==> src/rtl/rr_decoder_arbiter_pkg.sv <==
// Shared types and constants for the round-robin 3-to-8 decoder arbiter.
package rr_decoder_arbiter_pkg;

  localparam int N_REQ = 8;
  localparam int SEL_W = 3;

  typedef enum logic [1:0] {
    IDLE  = 2'd0,
    GRANT = 2'd1,
    GAP   = 2'd2
  } state_t;

  // Decoder behaviour: one-hot of a select code.
  function automatic logic [N_REQ-1:0] onehot(input logic [SEL_W-1:0] idx);
    onehot      = '0;
    onehot[idx] = 1'b1;
  endfunction

endpackage

==> src/rtl/rr_decoder_arbiter_pick8.sv <==
// Combinational round-robin picker: first set request after 'last', wrapping.
module rr_pick8
  import rr_decoder_arbiter_pkg::*;
(
  input  logic [N_REQ-1:0] req,
  input  logic [SEL_W-1:0] last,
  output logic             any,
  output logic [SEL_W-1:0] win
);

  logic [SEL_W-1:0] idx;

  // NOTE: every output gets a default before the loop so no latch is inferred.
  always_comb begin
    any = 1'b0;
    win = '0;
    idx = '0;
    // Offset 8 wraps back to 'last' itself, so the previous owner comes last.
    for (int i = 1; i <= N_REQ; i++) begin
      idx = last + SEL_W'(i);
      if (!any && req[idx]) begin
        any = 1'b1;
        win = idx;
      end
    end
  end

endmodule

==> src/rtl/rr_decoder_arbiter.sv <==
// Round-robin arbiter driving a shared 3-to-8 decoder with a dead cycle on hand-over.
module rr_decoder_arbiter
  import rr_decoder_arbiter_pkg::*;
#(
  parameter int MAX_HOLD = 4
) (
  input  logic             clk,
  input  logic             rst_n,
  input  logic [N_REQ-1:0] req,
  output logic [SEL_W-1:0] sel,
  output logic             sel_en_n,
  output logic [N_REQ-1:0] gnt,
  output logic             busy
);

  localparam int                 HOLD_W   = $clog2(MAX_HOLD) + 1;
  localparam logic [HOLD_W-1:0] HOLD_MAX = HOLD_W'(MAX_HOLD);

  state_t             state, state_next;
  logic [SEL_W-1:0]   last, last_next;
  logic [HOLD_W-1:0]  hold_cnt, hold_next;
  logic [SEL_W-1:0]   sel_next;
  logic               sel_en_n_next, busy_next;
  logic [N_REQ-1:0]   gnt_next;
  logic               pick_any;
  logic [SEL_W-1:0]   pick_win;
  logic               contended, release_now;

  rr_pick8 u_pick (
    .req  (req),
    .last (last),
    .any  (pick_any),
    .win  (pick_win)
  );

  // Owner dropping and forced rotation collapse into one release condition.
  always_comb begin
    contended   = |(req & ~onehot(sel));
    release_now = (state == GRANT) &&
                  (!req[sel] || (hold_cnt == HOLD_MAX && contended));
  end

  // NOTE: sequential state uses non-blocking assignments only.
  always_ff @(posedge clk or negedge rst_n) begin
    if (!rst_n) begin
      state    <= IDLE;
      last     <= 3'd7;
      hold_cnt <= '0;
      sel      <= '0;
      sel_en_n <= 1'b1;
      gnt      <= '0;
      busy     <= 1'b0;
    end else begin
      state    <= state_next;
      last     <= last_next;
      hold_cnt <= hold_next;
      sel      <= sel_next;
      sel_en_n <= sel_en_n_next;
      gnt      <= gnt_next;
      busy     <= busy_next;
    end
  end

  always_comb begin
    state_next = state;
    case (state)
      IDLE:    if (pick_any) state_next = GRANT;
      GRANT:   if (release_now) state_next = GAP;
      GAP:     state_next = pick_any ? GRANT : IDLE;
      default: state_next = IDLE;
    endcase
  end

  always_comb begin
    last_next     = last;
    hold_next     = hold_cnt;
    sel_next      = sel;
    sel_en_n_next = sel_en_n;
    gnt_next      = gnt;
    if (state != GRANT && pick_any) begin
      sel_next      = pick_win;
      sel_en_n_next = 1'b0;
      gnt_next      = onehot(pick_win);
      hold_next     = HOLD_W'(1);
    end else if (release_now) begin
      // sel keeps the old owner; it is ignored while the decoder is disabled.
      sel_en_n_next = 1'b1;
      gnt_next      = '0;
      last_next     = sel;
      hold_next     = '0;
    end else if (state == GRANT && hold_cnt != HOLD_MAX) begin
      hold_next = hold_cnt + HOLD_W'(1);
    end
    busy_next = (state_next != IDLE);
  end

endmodule

==> config.mk <==
export PLATFORM = sky130hd
export DESIGN_NAME = rr_decoder_arbiter
export DESIGN_NICKNAME = d
export VERILOG_FILES = /design/src/rtl/rr_decoder_arbiter_pkg.sv /design/src/rtl/rr_decoder_arbiter_pick8.sv /design/src/rtl/rr_decoder_arbiter.sv
export SDC_FILE = /design/constraint.sdc
export NUM_CORES = 1
export LEC_CHECK = 0
export CAP_MARGIN = 10
export CORE_ASPECT_RATIO = 0.8
export CORE_MARGIN = 2
export CORE_UTILIZATION = 28
export CTS_BUF_LIST = sky130_fd_sc_hd__clkbuf_8
export CTS_CLUSTER_DIAMETER = 150
export DETAILED_ROUTE_END_ITERATION = 7
export SYNTH_ARGS = -nofsm -noshare
export SYNTH_HDL_FRONTEND = slang
export SYNTH_SLANG_ARGS = --single-unit
==> constraint.sdc <==
create_clock -name clk -period 4.3 [get_ports clk]
set_input_delay 0.43 -clock clk [delete_from_list [all_inputs] [get_ports clk]]
set_output_delay 0.43 -clock clk [all_outputs]
set_load 0.01 [all_outputs]
==> metrics <==
status finished, final reports clean; Routed wire per std cell between 15 and 20 um; Crit-path slowest cell dfstp_2; layout cells sized above 1 24.4%; Final Cycle Share 86.7%; Final Hold Fails 0; Detailed Place HPWL 3770 um; total power 2200 uW; total grt overflow 0; area of the mapped netlist roughly 2000 um^2; most frequent cells in the layout clkdlybuf4s50_1 (22), nand2_1 (19), dfrtp_1 (17), mux4_2 (15), a21oi_1 (12); max cap viols 0; measured slew at the worst slew-check pin 0.913 ns; fraction of registers with async set/reset 100%; antenna violations before repair 0; min-delay worst type reg2reg; TritonCTS buffer count 3; fin crit period 3.73 ns; crit-path leading delay family simple AND/OR/NAND/NOR gates; Synth Instances roughly 200; commonest non-fill, non-tap cell in the layout clkdlybuf4s50_1; TritonCTS clock tree built; final core utilization approximately a third; clk sinks 21; crit-path max FO 14; initial core utilization between 20 and 30%; via count 1,747; final-report setup violation count 0; post-route cell area 2360 um^2; Main synth FF type dfrtp_1; CP peak stage delay 0.66 ns; total negative slack 0 ns; DRC Markers 0; All-Layer GR Usage 13.0%; # port buffers 22; Antenna diodes 0; total routed wirelength 5010 um; Setup Skew around 0.0035 ns; Final Net Count 228; # hold bufs at CTS 0; Die X 99.0 um; synthesized flop and latch total 21; # H-tree levels 1; first-pass GRT wire length ~8500 um; I/O Pins 23; sequential element share of the synthesized area 26.3%; Post-synth EDFFs 0; Critical Path RT 4.45 ns; Slew Viols, Final 0; Peak VDD IR 0.426 mV; Slew HR 38.9%; critical path class reg2reg; DR iter-0 viols 266; kind of start point of the critical path flop; clock latency on the worst-skew pair between 0.2 and 0.3 ns; die height 80.0 um; CP bufs+invs 1; core area a little under 7000 um^2; Core Rows 27; crit-path cells inv_1, ha_1, mux4_2, or4_4, nor4_2, a2111oi_0, a21o_2, nor2b_1, a22o_1; die footprint between 7000 and 8000 um^2; yosys warns 0; critical path arrival between 3 and 4 ns; Area after DPL 2320 um^2; Avg Cell Area, Syn around 10 um^2; vias in the first global route approximately 1,600; RD Place Congestion 0.869; DR vias/cell between 5 and 6; RSZ-0062 raised after global routing no; post_cts resized 0; TritonRoute pass-1 iters 4; fillers 686; post-CTS setup buffer count 0; Worst setup EP type flop; fmax 268 MHz; largest net degree at the start of global routing 22; Reg clk slew, reported paths 0.07 ns; distinct cell type count after synthesis between 50 and 60; CTS max path bufs 2; Power Density 931 nW/um^2; Leak 0.000873 uW; clk root buf clkbuf_8; syn nets roughly 210; Layout area overhead 17.0%; Final ANT Viol Nets 0
-- synthesized netlist by cell type (all sizes together), types with 4 or more instances --
master | number | area share, %
nor4 | 4 | 1.9
mux4 | 15 | 17
ha | 4 | 2.5
nor2 | 8 | 1.6
nand2b | 6 | 1.9
mux2 | 9 | 5.0
mux2i | 10 | 5.0
nand2 | 19 | 3.5
o21ai | 10 | 2.7
inv | 7 | 1.3
clkbuf | 8 | 1.5
dfstp | 4 | 5.2
a22o | 4 | 1.7
a21oi | 13 | 3.4
dfrtp | 17 | 21
nor3 | 4 | 0.99
-- state kept, by name, summed over array words and instances, names as in the netlist --
name,flops
busy,1
gnt,8
hold_cnt,3
last,3
sel,3
sel_en_n,1
state,2
-- path summary, 6_finish.rpt --
kind                            depth (start not counted)  endpoint  startpoint  slack (ns)
max in group asynchronous                               1    sel[1]       rst_n        3.06
min in group asynchronous                               1    gnt[2]       rst_n        0.68
worst max register to register                          9    gnt[1]     last[1]        0.57
worst min-delay path                                    1      busy    state[1]        0.46
worst max-delay path                                    9    gnt[1]     last[1]        0.57
worst min register to register                          1      busy    state[1]        0.46
-- metrics by stage --
step	cells	worst slack, ns	hold WS, ns
6_report	300	0.571	0.459
5_1_grt	300	0.301	0.506
4_1_cts	300	0.566	0.460
3_5_place_dp	296	0.579	0.444
3_3_place_gp	296	0.603	0.457
2_1_floorplan	195	0.860	0.134
-- metal layers --
layer  track usage, %  wire length (um)
met2             19.7              2240
met1             20.1              2440
met4             2.47                29
met5                0                 0
met3             1.31               291
-- power by group --
part           internal, uW  switching, uW  total [uW]
clock                  63.5           60.5         124
combinational           783            892        1670
sequential              289            113         402
total                  1140           1070        2200
-- final cells by class --
type                    count  area [um^2]  share of cell area, %
multi-input cells         157         1420                   60.0
flip-flops and latches     21          531                   22.4
repair buffers             24          235                   9.95
well taps                  87          109                   4.61
clock buffers               3         41.3                   1.75
inverters                   7         26.3                   1.11
clock inverters             1         3.75                  0.159
-- cells by family after synthesis --
kind of cell,after synthesis,synth area share (%)
fa+ha+maj,4,2.48
mux,34,26.7
simple gates,60,18.1
flops,21,26.3
buf+inv,17,3.59
xor+xnor,6,2.97
compound gates,53,19.9
-- worst register-to-register path, delay by kind of cell (launching register included) --
| family | cells | cell delay [ns] |
|---|---|---|
| adders and majority gates | 1 | 0.63 |
| muxes | 1 | 0.48 |
| and+or+nand+nor | 3 | 1.15 |
| DFF | 1 | 0.66 |
| AOI/OAI and AO/OA | 3 | 0.61 |
| buffers and inverters | 1 | 0.11 |
Note: power is estimated with default switching activity, not from simulation.
==> edit, RTL diff (same flow settings) <==
Change the parameter `MAX_HOLD` from 4 to 2.
--- a/src/rtl/rr_decoder_arbiter.sv
+++ b/src/rtl/rr_decoder_arbiter.sv
@@ -2,7 +2,7 @@
 module rr_decoder_arbiter
   import rr_decoder_arbiter_pkg::*;
 #(
-  parameter int MAX_HOLD = 4
+  parameter int MAX_HOLD = 2
 ) (
   input  logic             clk,
   input  logic             rst_n,
Check against the original RTL: not equivalent (a bounded check fails within 4 cycles, from zero or initial values and one cycle with rst_n low).
==> edit against the unedited design <==
- sequential cell count shrank 1
- core utilization shrank 0.76 points
- largest cell class unchanged
- setup slack lost 0.10 ns
- first-iteration DRC count shrank 59%
- synthesized area shrank 1.4%
- critical path type unchanged
- cell area shrank 2.7%
- synthesized cell count grew 4.1%
- routed wire length shrank 3.2%
- critical endpoint is now gnt[7]
Power is not shown: default switching activity piles up to over one toggle a cycle in this logic, so the estimate is an artifact.
==> edit: results (changes against the unedited design) <==
Critical path
The highest net fanout along the worst path came to 16 (+2). The minimum setup slack among reg-to-reg paths is 0.47 ns (-0.10 ns). The arrival time reported for the critical path endpoint is 3.99 ns (+0.11 ns).

STA
The worst-case hold slack is 0.497 ns (+0.0371 ns). The final setup skew is 0.00294 ns (-0.000603 ns).

Clock network
The buffer count from post-CTS setup fixing is 0 (unchanged). The clock latency of the later-clocked register in the worst-skew pair is 0.26 ns (about the same).

Logic synthesis
The share of cell area taken by muxes after synthesis came to 0.286 (+0.0189). The sequential element share of the synthesized area is 0.254 (-0.00877). The post-synthesis share of cell area spent on full adders, half adders and majority gates came to 0.0188 (-0.00592). The count of distinct cell types in the synthesized netlist is 52 (-12%). The commonest cells after synthesis are nor2_1, dfrtp_1, nand2_1. The net count after synthesis is 216 (+3.3%). The post-synthesis share of cell area spent on xor and xnor gates is 0.0264 (-0.00334).

Placement
The standard cell area after detailed placement is 2230 sq um (-3.9%). The routability congestion estimate is 0.766 (-12%).

Cells and area
The number of fill cells is 728 (+6.1%). The final net count is 227 (-0.44%). The share of final-layout standard cells stronger than drive strength 1 is 0.202 (-0.0423).

Route
The count of routing violations after the opening detailed-route iteration was 108 (-59%). The detailed-route wire length per cell is 16.2 microns (-3.2%). The mean number of vias per cell is 5.35 (-8.1%).

Global routing
The number of global-route vias before repair came to 1528 (-7.1%). The largest net degree at the start of global routing was 21 (-4.5%). The global-route wire length before repair was 8170 microns (-3.6%).

Run status
The run finished with clean final reports.
## edit: worst paths after layout
kind,end,cells after the start
max in group asynchronous,sel[2],1
worst max-delay path,gnt[7],9
worst max register to register,gnt[7],9
worst min register to register,busy,1
min in group asynchronous,gnt[4],1
worst min-delay path,busy,1
## edit: through the flow
stage	setup slack [ns]	utilization	cells
2_1_floorplan	0.938	-	203
3_3_place_gp	0.563	0.323	296
3_5_place_dp	0.472	0.323	296
4_1_cts	0.469	0.334	300
5_1_grt	0.247	0.334	300
6_report	0.469	0.334	300
## edit: worst max-delay path: stages (launching register included)
cell	delay (ns)
dfstp_2	0.76
inv_1	0.15
ha_1	0.69
mux4_2	0.66
mux2_4	0.33
nor4_4	0.33
nand2_1	0.14
nor2_1	0.16
o221ai_1	0.25
a22o_1	0.24
## edit: cells by family (layout without fill, tap and decap cells)
logic type,Yosys count,after routing
AND/OR/NAND/NOR,61,61
AO/OA/AOI/OAI,52,52
multiplexers,37,37
buffers and inverters,24,34
flip-flops,20,20
XOR/XNOR,6,6
adder cells (fa/ha/maj),3,3
## edit: per-layer routing
| metal | GRT usage | share of wire | vias to the layer above |
|---|---|---|---|
| met5 | 0 | 0 | - |
| met4 | 0.00959 | 0 | 0 |
| met3 | 0.0254 | 0.050 | 0 |
| met2 | 0.188 | 0.43 | 37 |
| met1 | 0.200 | 0.52 | 778 |
| li1 | - | - | 791 |
## edit: final cells by class
class                      instances  area (sq um)  area share
multi-input combinational        159          1360       0.591
sequential                        20           505       0.220
inverter                           7          26.3      0.0114
tap                               87           109      0.0473
timing repair buffer              23           228      0.0990
clock inverter                     1          30.0      0.0131
clock buffer                       3          41.3      0.0180
